### src/rtl/rv151_pkg.sv
// Shared RV151 constants: immediate type codes, error counter width, and a
// helper used by the immediate encoder/decoder to test signed ranges.
package rv151_pkg;

    // Immediate type codes carried on in_tp; any other code means R (no imm).
    localparam logic [2:0] IMM_R = 3'h0;
    localparam logic [2:0] IMM_I = 3'h1;
    localparam logic [2:0] IMM_S = 3'h2;
    localparam logic [2:0] IMM_B = 3'h3;
    localparam logic [2:0] IMM_U = 3'h4;
    localparam logic [2:0] IMM_J = 3'h5;

    localparam int unsigned ERR_CNT_W = 16;

    // True when v fits in an n-bit two's complement field, i.e. v[31:n-1]
    // are all copies of the sign bit.
    function automatic logic fits_signed(input logic [31:0] v, input int unsigned n);
        logic [31:0] hi;
        hi = 32'($signed(v) >>> (n - 1));
        return (hi == '0) || (hi == '1);
    endfunction

endpackage

### src/rtl/rv151_imm_enc_if.sv
// Request/response bus of the immediate encoder.
//   in_valid/in_ready : request handshake
//   in_tp/in_imm/in_base : immediate type, value, instruction template
//   out_valid/out_ready : result handshake
//   out_inst/out_err : encoded instruction, not-representable flag
// slave = encoder side, master = requester/consumer side.
interface rv151_imm_enc_if;
    logic        in_valid;
    logic        in_ready;
    logic [2:0]  in_tp;
    logic [31:0] in_imm;
    logic [31:0] in_base;
    logic        out_valid;
    logic        out_ready;
    logic [31:0] out_inst;
    logic        out_err;

    modport slave (
        input  in_valid, in_tp, in_imm, in_base, out_ready,
        output in_ready, out_valid, out_inst, out_err
    );

    modport master (
        output in_valid, in_tp, in_imm, in_base, out_ready,
        input  in_ready, out_valid, out_inst, out_err
    );
endinterface

### src/rtl/rv151_imm_pack.sv
// Combinational check+pack: overwrite the immediate fields of base with imm
// according to tp and flag an imm that the format cannot represent. The
// truncated fields are packed even when err is set.
//   tp   : immediate type code (rv151_pkg IMM_*)
//   imm  : immediate value, two's complement
//   base : instruction template
//   inst : packed instruction
//   err  : imm not representable for tp
module rv151_imm_pack
    import rv151_pkg::*;
(
    input  logic [2:0]  tp,
    input  logic [31:0] imm,
    input  logic [31:0] base,
    output logic [31:0] inst,
    output logic        err
);

    always_comb begin
        inst = base;
        err  = 1'b0;
        case (tp)
            IMM_I: begin
                inst[31:20] = imm[11:0];
                err         = !fits_signed(imm, 12);
            end
            IMM_S: begin
                inst[31:25] = imm[11:5];
                inst[11:7]  = imm[4:0];
                err         = !fits_signed(imm, 12);
            end
            IMM_B: begin
                inst[31]    = imm[12];
                inst[30:25] = imm[10:5];
                inst[11:8]  = imm[4:1];
                inst[7]     = imm[11];
                err         = imm[0] || !fits_signed(imm, 13);
            end
            IMM_U: begin
                inst[31:12] = imm[31:12];
                err         = |imm[11:0];
            end
            IMM_J: begin
                inst[31]    = imm[20];
                inst[30:21] = imm[10:1];
                inst[20]    = imm[11];
                inst[19:12] = imm[19:12];
                err         = imm[0] || !fits_signed(imm, 21);
            end
            default: begin
                err = |imm;
            end
        endcase
    end

endmodule

### src/rtl/rv151_imm_enc.sv
// RISC-V immediate encoder: two-stage valid/ready pipeline around
// rv151_imm_pack (S1 = check+pack result, S2 = output register) plus a
// saturating count of errored results handed to the consumer.
//   clk     : clock, rising edge
//   rst     : synchronous active-high reset
//   bus     : request/result handshake (rv151_imm_enc_if.slave)
//   err_cnt : saturating count of delivered results with out_err=1
module rv151_imm_enc
    import rv151_pkg::*;
(
    input  logic                 clk,
    input  logic                 rst,
    rv151_imm_enc_if.slave       bus,
    output logic [ERR_CNT_W-1:0] err_cnt
);

    logic        s1_valid;
    logic [31:0] s1_inst;
    logic        s1_err;
    logic        s2_valid;
    logic [31:0] s2_inst;
    logic        s2_err;

    logic [31:0] pk_inst;
    logic        pk_err;
    logic        s2_load;
    logic        s1_adv;

    rv151_imm_pack u_pack (
        .tp   (bus.in_tp),
        .imm  (bus.in_imm),
        .base (bus.in_base),
        .inst (pk_inst),
        .err  (pk_err)
    );

    assign s2_load = !s2_valid || bus.out_ready;
    assign s1_adv  = !s1_valid || s2_load;

    // Outputs are forced idle while rst is high so no handshake can
    // complete in the reset cycle, even though the registers clear only
    // at the edge.
    assign bus.in_ready  = s1_adv && !rst;
    assign bus.out_valid = s2_valid && !rst;
    assign bus.out_inst  = rst ? '0 : s2_inst;
    assign bus.out_err   = s2_err && !rst;

    always_ff @(posedge clk) begin
        if (rst) begin
            s1_valid <= 1'b0;
            s1_inst  <= '0;
            s1_err   <= 1'b0;
            s2_valid <= 1'b0;
            s2_inst  <= '0;
            s2_err   <= 1'b0;
            err_cnt  <= '0;
        end else begin
            if (s1_adv) begin
                s1_valid <= bus.in_valid;
                if (bus.in_valid) begin
                    s1_inst <= pk_inst;
                    s1_err  <= pk_err;
                end
            end
            if (s2_load) begin
                s2_valid <= s1_valid;
                if (s1_valid) begin
                    s2_inst <= s1_inst;
                    s2_err  <= s1_err;
                end
            end
            if (s2_valid && bus.out_ready && s2_err && (err_cnt != '1)) begin
                err_cnt <= err_cnt + ERR_CNT_W'(1);
            end
        end
    end

endmodule

### src/flat_wrapper.sv
// flat-port wrapper written by rule: the top's interface ports become plain ports
module rv151_imm_enc_flat import rv151_pkg::*;
  (clk, rst, err_cnt, bus_in_valid, bus_in_tp, bus_in_imm, bus_in_base, bus_out_ready, bus_in_ready, bus_out_valid, bus_out_inst, bus_out_err);
  rv151_imm_enc_if bus_i ();
  input  logic clk;
  input  logic rst;
  output logic [ERR_CNT_W-1:0] err_cnt;
  input wire logic [$bits(bus_i.in_valid)-1:0] bus_in_valid;
  input wire logic [$bits(bus_i.in_tp)-1:0] bus_in_tp;
  input wire logic [$bits(bus_i.in_imm)-1:0] bus_in_imm;
  input wire logic [$bits(bus_i.in_base)-1:0] bus_in_base;
  input wire logic [$bits(bus_i.out_ready)-1:0] bus_out_ready;
  output wire logic [$bits(bus_i.in_ready)-1:0] bus_in_ready;
  output wire logic [$bits(bus_i.out_valid)-1:0] bus_out_valid;
  output wire logic [$bits(bus_i.out_inst)-1:0] bus_out_inst;
  output wire logic [$bits(bus_i.out_err)-1:0] bus_out_err;
  assign bus_i.in_valid = bus_in_valid;
  assign bus_i.in_tp = bus_in_tp;
  assign bus_i.in_imm = bus_in_imm;
  assign bus_i.in_base = bus_in_base;
  assign bus_i.out_ready = bus_out_ready;
  assign bus_in_ready = bus_i.in_ready;
  assign bus_out_valid = bus_i.out_valid;
  assign bus_out_inst = bus_i.out_inst;
  assign bus_out_err = bus_i.out_err;
  rv151_imm_enc u_core (.clk(clk), .rst(rst), .bus(bus_i), .err_cnt(err_cnt));
endmodule
### config.mk
export PLATFORM = sky130hd
export DESIGN_NAME = rv151_imm_enc_flat
export DESIGN_NICKNAME = d
export VERILOG_FILES = /design/src/rtl/rv151_pkg.sv /design/src/rtl/rv151_imm_enc_if.sv /design/src/rtl/rv151_imm_pack.sv /design/src/rtl/rv151_imm_enc.sv /design/src/flat_wrapper.sv
export SDC_FILE = /design/constraint.sdc
export NUM_CORES = 1
export LEC_CHECK = 0
export ABC_AREA = 1
export CAP_MARGIN = 20
export CORE_UTILIZATION = 43
export CTS_CLUSTER_SIZE = 8
export DETAILED_ROUTE_END_ITERATION = 7
export GPL_TIMING_DRIVEN = 0
export PLACE_DENSITY = 0.74
export SYNTH_ARGS = -nofsm -noshare
export SYNTH_HDL_FRONTEND = slang
export SYNTH_HIERARCHICAL = 1
export SYNTH_SLANG_ARGS = --single-unit
### constraint.sdc
create_clock -name clk -period 1.6 [get_ports clk]
set_clock_uncertainty 0.15 [all_clocks]
set_input_delay 0.24 -clock clk [delete_from_list [all_inputs] [get_ports clk]]
set_output_delay 0.24 -clock clk [all_outputs]
set_load 0.05 [all_outputs]
---- After elaboration in Yosys (flattened, before gate mapping) ----
Index checks and enable logic that the tools add are counted.
cells by class
  $add $sub $neg .......................... 1
  reduce and logical (&&, ||, !) cells .... 28
  eq/ne operators ......................... 9
  muxes and demuxes ....................... 6
operators by type and width
  cell                     number
  $eq A32 B32 Y1 const B   3
  $logic_not A32 Y1        3
  $mux W32                 1
  $reduce_or A32 Y1        1
  $pmux W7 S4              1
  $add A16 B1 Y16 const B  1
  $ne A16 B16 Y1 const B   1
  $pmux W5 S3              1
  $reduce_or A12 Y1        1
  $pmux W5 S2              1
  $mux W8                  1
  $logic_or A1 B1 Y1       7
  $eq A3 B2 Y1 const B     2
  $eq A3 B3 Y1 const B     2
  $logic_and A1 B1 Y1      6
  $logic_not A1 Y1         6
  $pmux W1 S4              1
  $reduce_and A2 Y1        2
  $reduce_or A2 Y1         2
  $eq A3 B1 Y1 const B     1
word-level totals
  output and inout port bits .............. 51
  bits in registers ....................... 84
  logic and storage cells ................. 51

---- Logic depth before layout (Yosys ltp) ----
Gate-level depths: netlist of run 1.
  depth in word-level cells ............... 5
  gate-level depth with buffers ........... 11
  depth with buffers taken out ............ 11

---- By module ----
Netlist of run 1, hierarchy kept.
modules (own cells, without submodules)
  module          cells an instance  seq. area each (µm²)  instances  area each (µm²)
  rv151_imm_enc   476                1,681.6               1          3,430.8
  rv151_imm_pack  174                0.0                   1          833.3

---- Least setup slack after synthesis of run 1 ----
No wires, ideal clock.
  path type ............................... flip-flop to flip-flop
  start ................................... register u_core.err_cnt[0]
  end ..................................... register u_core.err_cnt[9]
  setup slack ............................. -385 ps
  path buffers ............................ 1
  setup time .............................. 117 ps
  arrival time ............................ 1,718 ps
  clock period less this slack ............ 1,985 ps
  stages on the path, launching flop included .. 8
  cell sequence ........................... dfxtp_1 > ha_1 > nand3_2 > nor2_2 > nand4_4 > buf_6 > a21oi_1 > nor2_1
on the way
  cells in the longest elaborated chain, start to end .. 2
RTL lines
  item                                                                     RTL line             text
  from (decl)                                                              rv151_imm_enc.sv:14  output logic [ERR_CNT_W-1:0] err_cnt
  from (signal assigned)                                                   rv151_imm_enc.sv:73  err_cnt <= err_cnt + ERR_CNT_W'(1);
  parallel branches: the longest is 2 deep, another holds $add A16 B1 Y16  -
Several ways; the timed one is not identified.
A chain may end at the register's enable or synchronous reset.

---- Final worst setup path of run 1 ----
  start ................................... register u_core.err_cnt[0]
  end ..................................... register u_core.err_cnt[14]
The elaborated chain is that of the path after synthesis.

==> results.json, run 1 <==
{
  "holdPathStages": 3,
  "clockBufferDepth": 2,
  "worst_pin_slew_ns": 0.443,
  "row_count": 35,
  "rr_startpoint": "u_core/err_cnt[0]$_SDFFE_PP0P_",
  "stdcell_area_sq_um": 5890,
  "final_nets": 853,
  "grt_usage_pct": 24.6,
  "syn-cell-area_sq_um": 4260,
  "grt-ovfl-total": 0,
  "final-setup-viol-count": 1,
  "yosysTopAreaCell": "dfxtp_1",
  "postSynthNetCount": 722,
  "ys_seq_area_share_pct": 39.4,
  "synth_flop_cell": "dfxtp_1",
  "grt_start_max_net_pins": 20,
  "crit_slowest_cell": "dfxtp_4",
  "startpoint": "u_core/err_cnt[0]$_SDFFE_PP0P_",
  "routabilityCongestion": 0.884,
  "required_ns": 1.69,
  "cp_num_buf_inv": 1,
  "pwr-share-seq_pct": 47.9,
  "root_buffer": "clkbuf_8",
  "fp.dieH_um": 102,
  "first_pass_iters": 5,
  "antenna_cells": 0,
  "synth_seq_cells": 84,
  "drv_cap": 0,
  "start_util_pct": 45.3,
  "wirelength_mm": 12.5,
  "synth.most_common_cell": "nor2_1",
  "syn_to_final_growth_pct": 38.1,
  "vias_per_cell": 5.02,
  "p_comb_share_pct": 19.3,
  "path_cells": "ha_4, nand3_4, nor2_4, nand4_4, buf_6, a21oi_2, nor2_1",
  "grtUsageMet1_pct": 31.2,
  "antenna_found_initial": 0,
  "report.final.slew_viol_count": 0,
  "fin_ws_ns": -0.0177,
  "clk_pin_slew_worst_paths_ns": 0.10,
  "grt-busiest-layer": "met2",
  "path_depth": 7,
  "clk_latency_ns": 0.36,
  "p_clk_share_pct": 32.8,
  "layout.cells.non_filler": 915,
  "violations": "negative setup slack",
  "yosys_warnings": 6,
  "synth_top_area_share_pct": 39.4,
  "end_kind": "flop",
  "path_class": "flop to flop",
  "hp-start": "bus_in_base[0]",
  "drc_errors": 0,
  "status": "complete, but fails checks",
  "synth_enable_flop_cells": 0,
  "gr-usage-met2_pct": 42.6,
  "synth_area_leaders": "dfxtp_1, nor2_1, nand2_1, o21ai_0, a21oi_1",
  "reg2reg_depth": 7,
  "ios": 122,
  "startpoint_type": "flop",
  "power.density_nw_per_um2": 801,
  "grt_pass1_vias": 4318,
  "fmax_ghz": 0.618,
  "core_area_sq_um": 9420,
  "synth.top_cells.by_count": "nor2_1, nand2_1, dfxtp_1",
  "drt_iter0_markers": 200,
  "rrSetupSlack_ns": -0.02,
  "relSlewSlack_pct": 70.5,
  "place_area_sq_um": 5610,
  "internal-power_w": 0.00331,
  "slowest_delay_ns": 0.39,
  "min_path_type": "primary input to flop",
  "p_sw_share_pct": 30.0,
  "postRouteAntennaNets": 0,
  "crit_arrival_ns": 1.71,
  "p_leak_nw": 2.54,
  "dp_cells": 892,
  "finalCriticalPeriod_ns": 1.62,
  "hold_viol": 0,
  "path_max_fanout": 5,
  "power_switching_w": 0.00141,
  "htreeDepth": 3,
  "portBuffers": 113,
  "grt_pass1_wl_mm": 19.9,
  "hold_end": "u_core/s1_inst[0]$_SDFFE_PP0P_",
  "rsz0062_at_grt": "true",
  "finalPower_w": 0.00472,
  "netlist_instances": 650,
  "worstReg2RegEnd": "u_core/err_cnt[14]$_SDFFE_PP0P_",
  "fin_crit_sh_pct": 101,
  "grt_util_met3_pct": 3.38,
  "num_vias": 4589,
  "vdd_drop_max_mv": 0.348,
  "yosysUniqueCellTypes": 36,
  "routedWlPerCell_um": 13.7,
  "fin_util_pct": 62.6,
  "synth.avg_cell_area_sq_um": 6.56,
  "async_reset_ff_share_pct": 0,
  "cts_tree": "built",
  "hpwl_mm": 9.70,
  "path_delay_family": "simple AND/OR/NAND/NOR gates",
  "floorplan.die_area_sq_um": 10300,
  "clock_sinks": 84,
  "drive_gt1_share_pct": 20.2,
  "numCtsBuffers": 9,
  "die_x_um": 102
}
==> tightest hold or removal path, delay by kind of cell <==
| kind | cells | cell delay [ns] |
|---|---|---|
| AOI/OAI and AO/OA | 1 | 0.07 |
| and+or+nand+nor | 1 | 0.08 |
| buffers and inverters | 1 | 0.08 |
==> flip-flops by register name, indices dropped and copies added, names as in the netlist <==
name             flops
u_core/s2_valid      1
u_core/err_cnt      16
u_core/s1_valid      1
u_core/s2_inst      32
u_core/s1_inst      32
u_core/s1_err        1
u_core/s2_err        1
==> cells by family after synthesis <==
family / after synthesis / synth area share (%)
and+or+nand+nor: 310 / 31.0
AOI/OAI and AO/OA: 143 / 17.9
xor gates and xnor gates: 2 / 0.411
DFF: 84 / 39.4
adders and majority gates: 1 / 0.293
buffers and inverters: 110 / 10.9
==> through the flow <==
| stage | hold WS, ns | setup TNS [ns] | worst slack (ns) |
|---|---|---|---|
| global route | 0.0266 | -0.294 | -0.0677 |
| global placement | 0.291 | -39.14 | -0.815 |
| detailed placement | 0.295 | -40.35 | -0.829 |
| CTS | 0.00997 | 0 | 0.00136 |
| floorplan | 0.280 | -0.677 | -0.0204 |
| finish | 0.0105 | -0.0177 | -0.0177 |
==> area by class of cell <==
type	count	area (sq um)
clock buffers	9	124
flip-flops and latches	84	1710
well taps	129	161
clock inverters	7	78.8
inverters	74	280
multi-input cells	456	2230
plain buffers	35	208
repair buffers	121	1100
fillers	905	3520
==> cells in the final DEF, fill, tap and decap left out, types with 2 or more instances in the layout <==
cell type        instances
buf_1                    2
dfxtp_4                  2
nand4_1                  8
inv_2                    6
dfxtp_2                 15
o21ai_0                 74
clkdlybuf4s15_2         19
nor2_4                   9
clkbuf_1                 7
o21ai_1                  3
clkdlybuf4s18_2          2
nand2_2                  5
dfxtp_1                 67
clkbuf_4                 4
o211ai_1                 8
nand3_2                  4
buf_6                    6
clkbuf_8                 9
nand2_1                110
nor2_2                   4
inv_4                    2
dlygate4sd3_1            3
nand3b_1                 3
nor2_1                 143
a21oi_2                  7
buf_4                   11
inv_1                   66
nor3_1                   2
clkbuf_2                 6
nand4_4                  2
dlymetal6s2s_1           7
clkdlybuf4s50_1         52
inv_6                    3
a21oi_1                 45
nand3_1                 18
buf_2                   35
==> repair_timing <==
action                                 CTS  global route
hold buffers                             3             0
resized for setup                      192            83
endpoints found under the hold margin    3             0
buffers inserted                         0             4
pin swaps                                1             8
cloned                                   0             1
setup endpoints to repair               85            74
==> metal layers <==
metal / wire length [um] / vias to the layer above
li1: - / 2335
met1: 5610 / 2066
met2: 5990 / 162
met3: 638 / 26
met4: 264 / 0
met5: 0 / -
==> power by group through the flow <==
stage          Sequential, W  Combinational, W  Clock (W)
2_1_floorplan        0.00230          0.000545          0
3_3_place_gp         0.00230          0.000911          0
3_5_place_dp         0.00231          0.000923          0
4_1_cts              0.00226          0.000919    0.00158
5_1_grt              0.00227           0.00101    0.00166
6_report             0.00226          0.000909    0.00155
==> worst max-delay path by stage <==
stage	endpoint	slack [ns]
6_report	u_core/err_cnt[14]$_SDFFE_PP0P_	-0.02
5_1_grt	u_core/err_cnt[14]$_SDFFE_PP0P_	-0.07
4_1_cts	bus_out_inst[3]	0.001
3_5_place_dp	bus_in_ready	-0.83
3_3_place_gp	bus_in_ready	-0.82
2_1_floorplan	bus_out_inst[10]	-0.02
(Power assumes the default switching activity.)
==> inputs of run 2 (changes only) <==
--- a/config.mk
+++ b/config.mk
@@ -7,11 +7,12 @@
 export LEC_CHECK = 0
 export ABC_AREA = 1
 export CAP_MARGIN = 20
-export CORE_UTILIZATION = 43
+export CORE_UTILIZATION = 45
 export CTS_CLUSTER_SIZE = 8
 export DETAILED_ROUTE_END_ITERATION = 7
+export DONT_BUFFER_PORTS = 1
 export GPL_TIMING_DRIVEN = 0
-export PLACE_DENSITY = 0.74
+export PLACE_DENSITY = 0.6
 export SYNTH_ARGS = -nofsm -noshare
 export SYNTH_HDL_FRONTEND = slang
 export SYNTH_HIERARCHICAL = 1
==> results.json, run 2 (synthesis gave the netlist of run 1 again) <==
{
  "status": "complete, but fails checks",
  "violations": "negative setup slack",
  "reg2reg_depth": 7,
  "worstReg2RegEnd": "u_core/err_cnt[1]$_SDFFE_PP0P_",
  "clock_sinks": 84,
  "core_area_sq_um": 9200,
  "fmax_ghz": 0.600,
  "path_class": "flop to flop",
  "crit_arrival_ns": 1.77,
  "wirelength_mm": 11.7,
  "grt_usage_pct": 23.8,
  "fin_ws_ns": -0.0670,
  "start_util_pct": 46.4,
  "crit_path_end": "u_core/err_cnt[1]$_SDFFE_PP0P_",
  "num_vias": 4163,
  "fin_crit_sh_pct": 104,
  "dp_cells": 761,
  "required_ns": 1.70,
  "power.density_nw_per_um2": 878,
  "nFillCells": 951,
  "startpoint_type": "flop",
  "htreeDepth": 3,
  "worst_pin_slew_ns": 0.553,
  "final-setup-viol-count": 11,
  "layout.cells.non_filler": 793,
  "mostFrequentLayoutCell": "nor2_1",
  "drive_gt1_share_pct": 22.7,
  "min_path_type": "primary input to flop",
  "totalNegativeSetupSlack_ns": -0.546,
  "finalPower_w": 0.00455,
  "floorplan.die_area_sq_um": 9870,
  "grt_pass1_vias": 3819,
  "startpoint": "u_core/err_cnt[0]$_SDFFE_PP0P_",
  "postRouteAntennaNets": 0,
  "drc_errors": 0,
  "clk_latency_ns": 0.35,
  "cts_tree": "built",
  "p_leak_nw": 2.04,
  "ios": 122,
  "relSlewSlack_pct": 63.1,
  "portBuffers": 0,
  "layout_common_cells": "nor2_1, nand2_1, o21ai_0",
  "die_x_um": 99.3,
  "grt_pass1_wl_mm": 18.5,
  "rr_startpoint": "u_core/err_cnt[0]$_SDFFE_PP0P_",
  "end_kind": "flop",
  "drv_cap": 0,
  "grt-ovfl-total": 0,
  "clk_pin_slew_worst_paths_ns": 0.08,
  "numCtsBuffers": 9,
  "syn_to_final_growth_pct": 21.4,
  "drt_iter0_markers": 172,
  "final_nets": 749,
  "grt_start_max_net_pins": 20,
  "row_count": 35,
  "hold_viol": 0,
  "clockBufferDepth": 2,
  "routedWlPerCell_um": 14.7,
  "antenna_cells": 0,
  "fp.dieH_um": 99.3,
  "root_buffer": "clkbuf_8",
  "rsz0062_at_grt": "true",
  "hpwl_mm": 8.86,
  "finalCriticalPeriod_ns": 1.67,
  "routabilityCongestion": 0.928,
  "vias_per_cell": 5.25,
  "vdd_drop_max_mv": 0.500,
  "report.final.slew_viol_count": 0,
  "antenna_found_initial": 0,
  "largest_registers": "u_core/s1_inst (32), u_core/s2_inst (32), u_core/err_cnt (16)",
  "first_pass_iters": 5,
  "path_max_fanout": 5,
  "rrSetupSlack_ns": -0.07
}
## run 2: cell count changes in the layout (fill, tap and decap cells not counted), sizes merged, moves of 2 or more
cell,previous run,this run
dlygate4sd3,3,9
clkdlybuf4s50,52,0
clkbuf,26,24
clkinv,2,4
clkdlybuf4s18,2,0
buf,54,30
inv,77,72
dlymetal6s2s,7,0
clkdlybuf4s15,20,0
## run 2: layout make-up
cell class | count | area [sq um] | share of cell area (%)
Clock buffer | 11 | 151 | 2.92
Buffer | 35 | 196 | 3.79
Clock inverter | 5 | 60.1 | 1.16
Timing Repair Buffer | 17 | 161 | 3.12
Sequential cell | 84 | 1750 | 33.7
Inverter | 74 | 284 | 5.49
Multi-Input combinational cell | 456 | 2440 | 47.1
Tap cell | 111 | 139 | 2.68
## run 2: power by group
part	leakage (nW)	switching (W)	total [W]	internal, W
Combinational	1.23	0.000533	0.000746	0.000213
Sequential	0.705	0.0000474	0.00224	0.00219
Clock	0.106	0.000756	0.00156	0.000809
Total	2.04	0.00134	0.00455	0.00321
## run 2: how the worst min path moves through the flow
stage / from / end / slack [ns] / depth (start not counted)
after CTS: bus_in_base[4] / u_core/s1_inst[4]$_SDFFE_PP0P_ / 0.003 / 3
after floorplan: u_core/s2_inst[0]$_SDFFE_PP0P_ / u_core/s2_inst[0]$_SDFFE_PP0P_ / 0.28 / 2
final: bus_in_base[4] / u_core/s1_inst[4]$_SDFFE_PP0P_ / 0.009 / 3
after global routing: bus_in_base[20] / u_core/s1_inst[20]$_SDFFE_PP0P_ / 0.03 / 4
after detailed placement: u_core/s2_inst[0]$_SDFFE_PP0P_ / u_core/s2_inst[0]$_SDFFE_PP0P_ / 0.30 / 2
after global placement: u_core/s2_inst[21]$_SDFFE_PP0P_ / u_core/s2_inst[21]$_SDFFE_PP0P_ / 0.29 / 2
## run 2: critical path, cell delays in order, from the launching register on
cell and delay [ns]:
dfxtp_4 0.48, ha_4 0.18, nand3_4 0.11, nor2_4 0.16, nand4_4 0.14, buf_6 0.18
a21oi_2 0.11, nor2_1 0.05
## run 2: per-layer routing
| layer | up-vias | track usage, % | share of wire [%] |
|---|---|---|---|
| met3 | 17 | 5.13 | 5.9 |
| met4 | 0 | 8.48 | 2.0 |
| li1 | 2123 | - | - |
| met1 | 1895 | 31.2 | 46 |
| met2 | 128 | 38.5 | 46 |
| met5 | - | 0 | 0 |
## run 2: timing repair
item	CTS	global route
pin swaps	13	6
setup buffers	4	3
resized for setup	79	43
gates cloned	1	0
endpoints found under the setup margin	56	72
hold buffers	9	0
hold endpoints to repair	9	0
## run 2: stage by stage
stage | hold WS (ns) | area (sq um) | util, % | setup WS (ns)
detailed placement | 0.296 | 4450 | 48.4 | -0.311
floorplan | 0.280 | 4310 | - | -0.0204
global placement | 0.289 | 4450 | 48.4 | -0.285
CTS | 0.00336 | 5040 | 54.8 | -0.177
global route | 0.0290 | 5180 | 56.3 | -0.135
finish | 0.00940 | 5180 | 56.3 | -0.0670
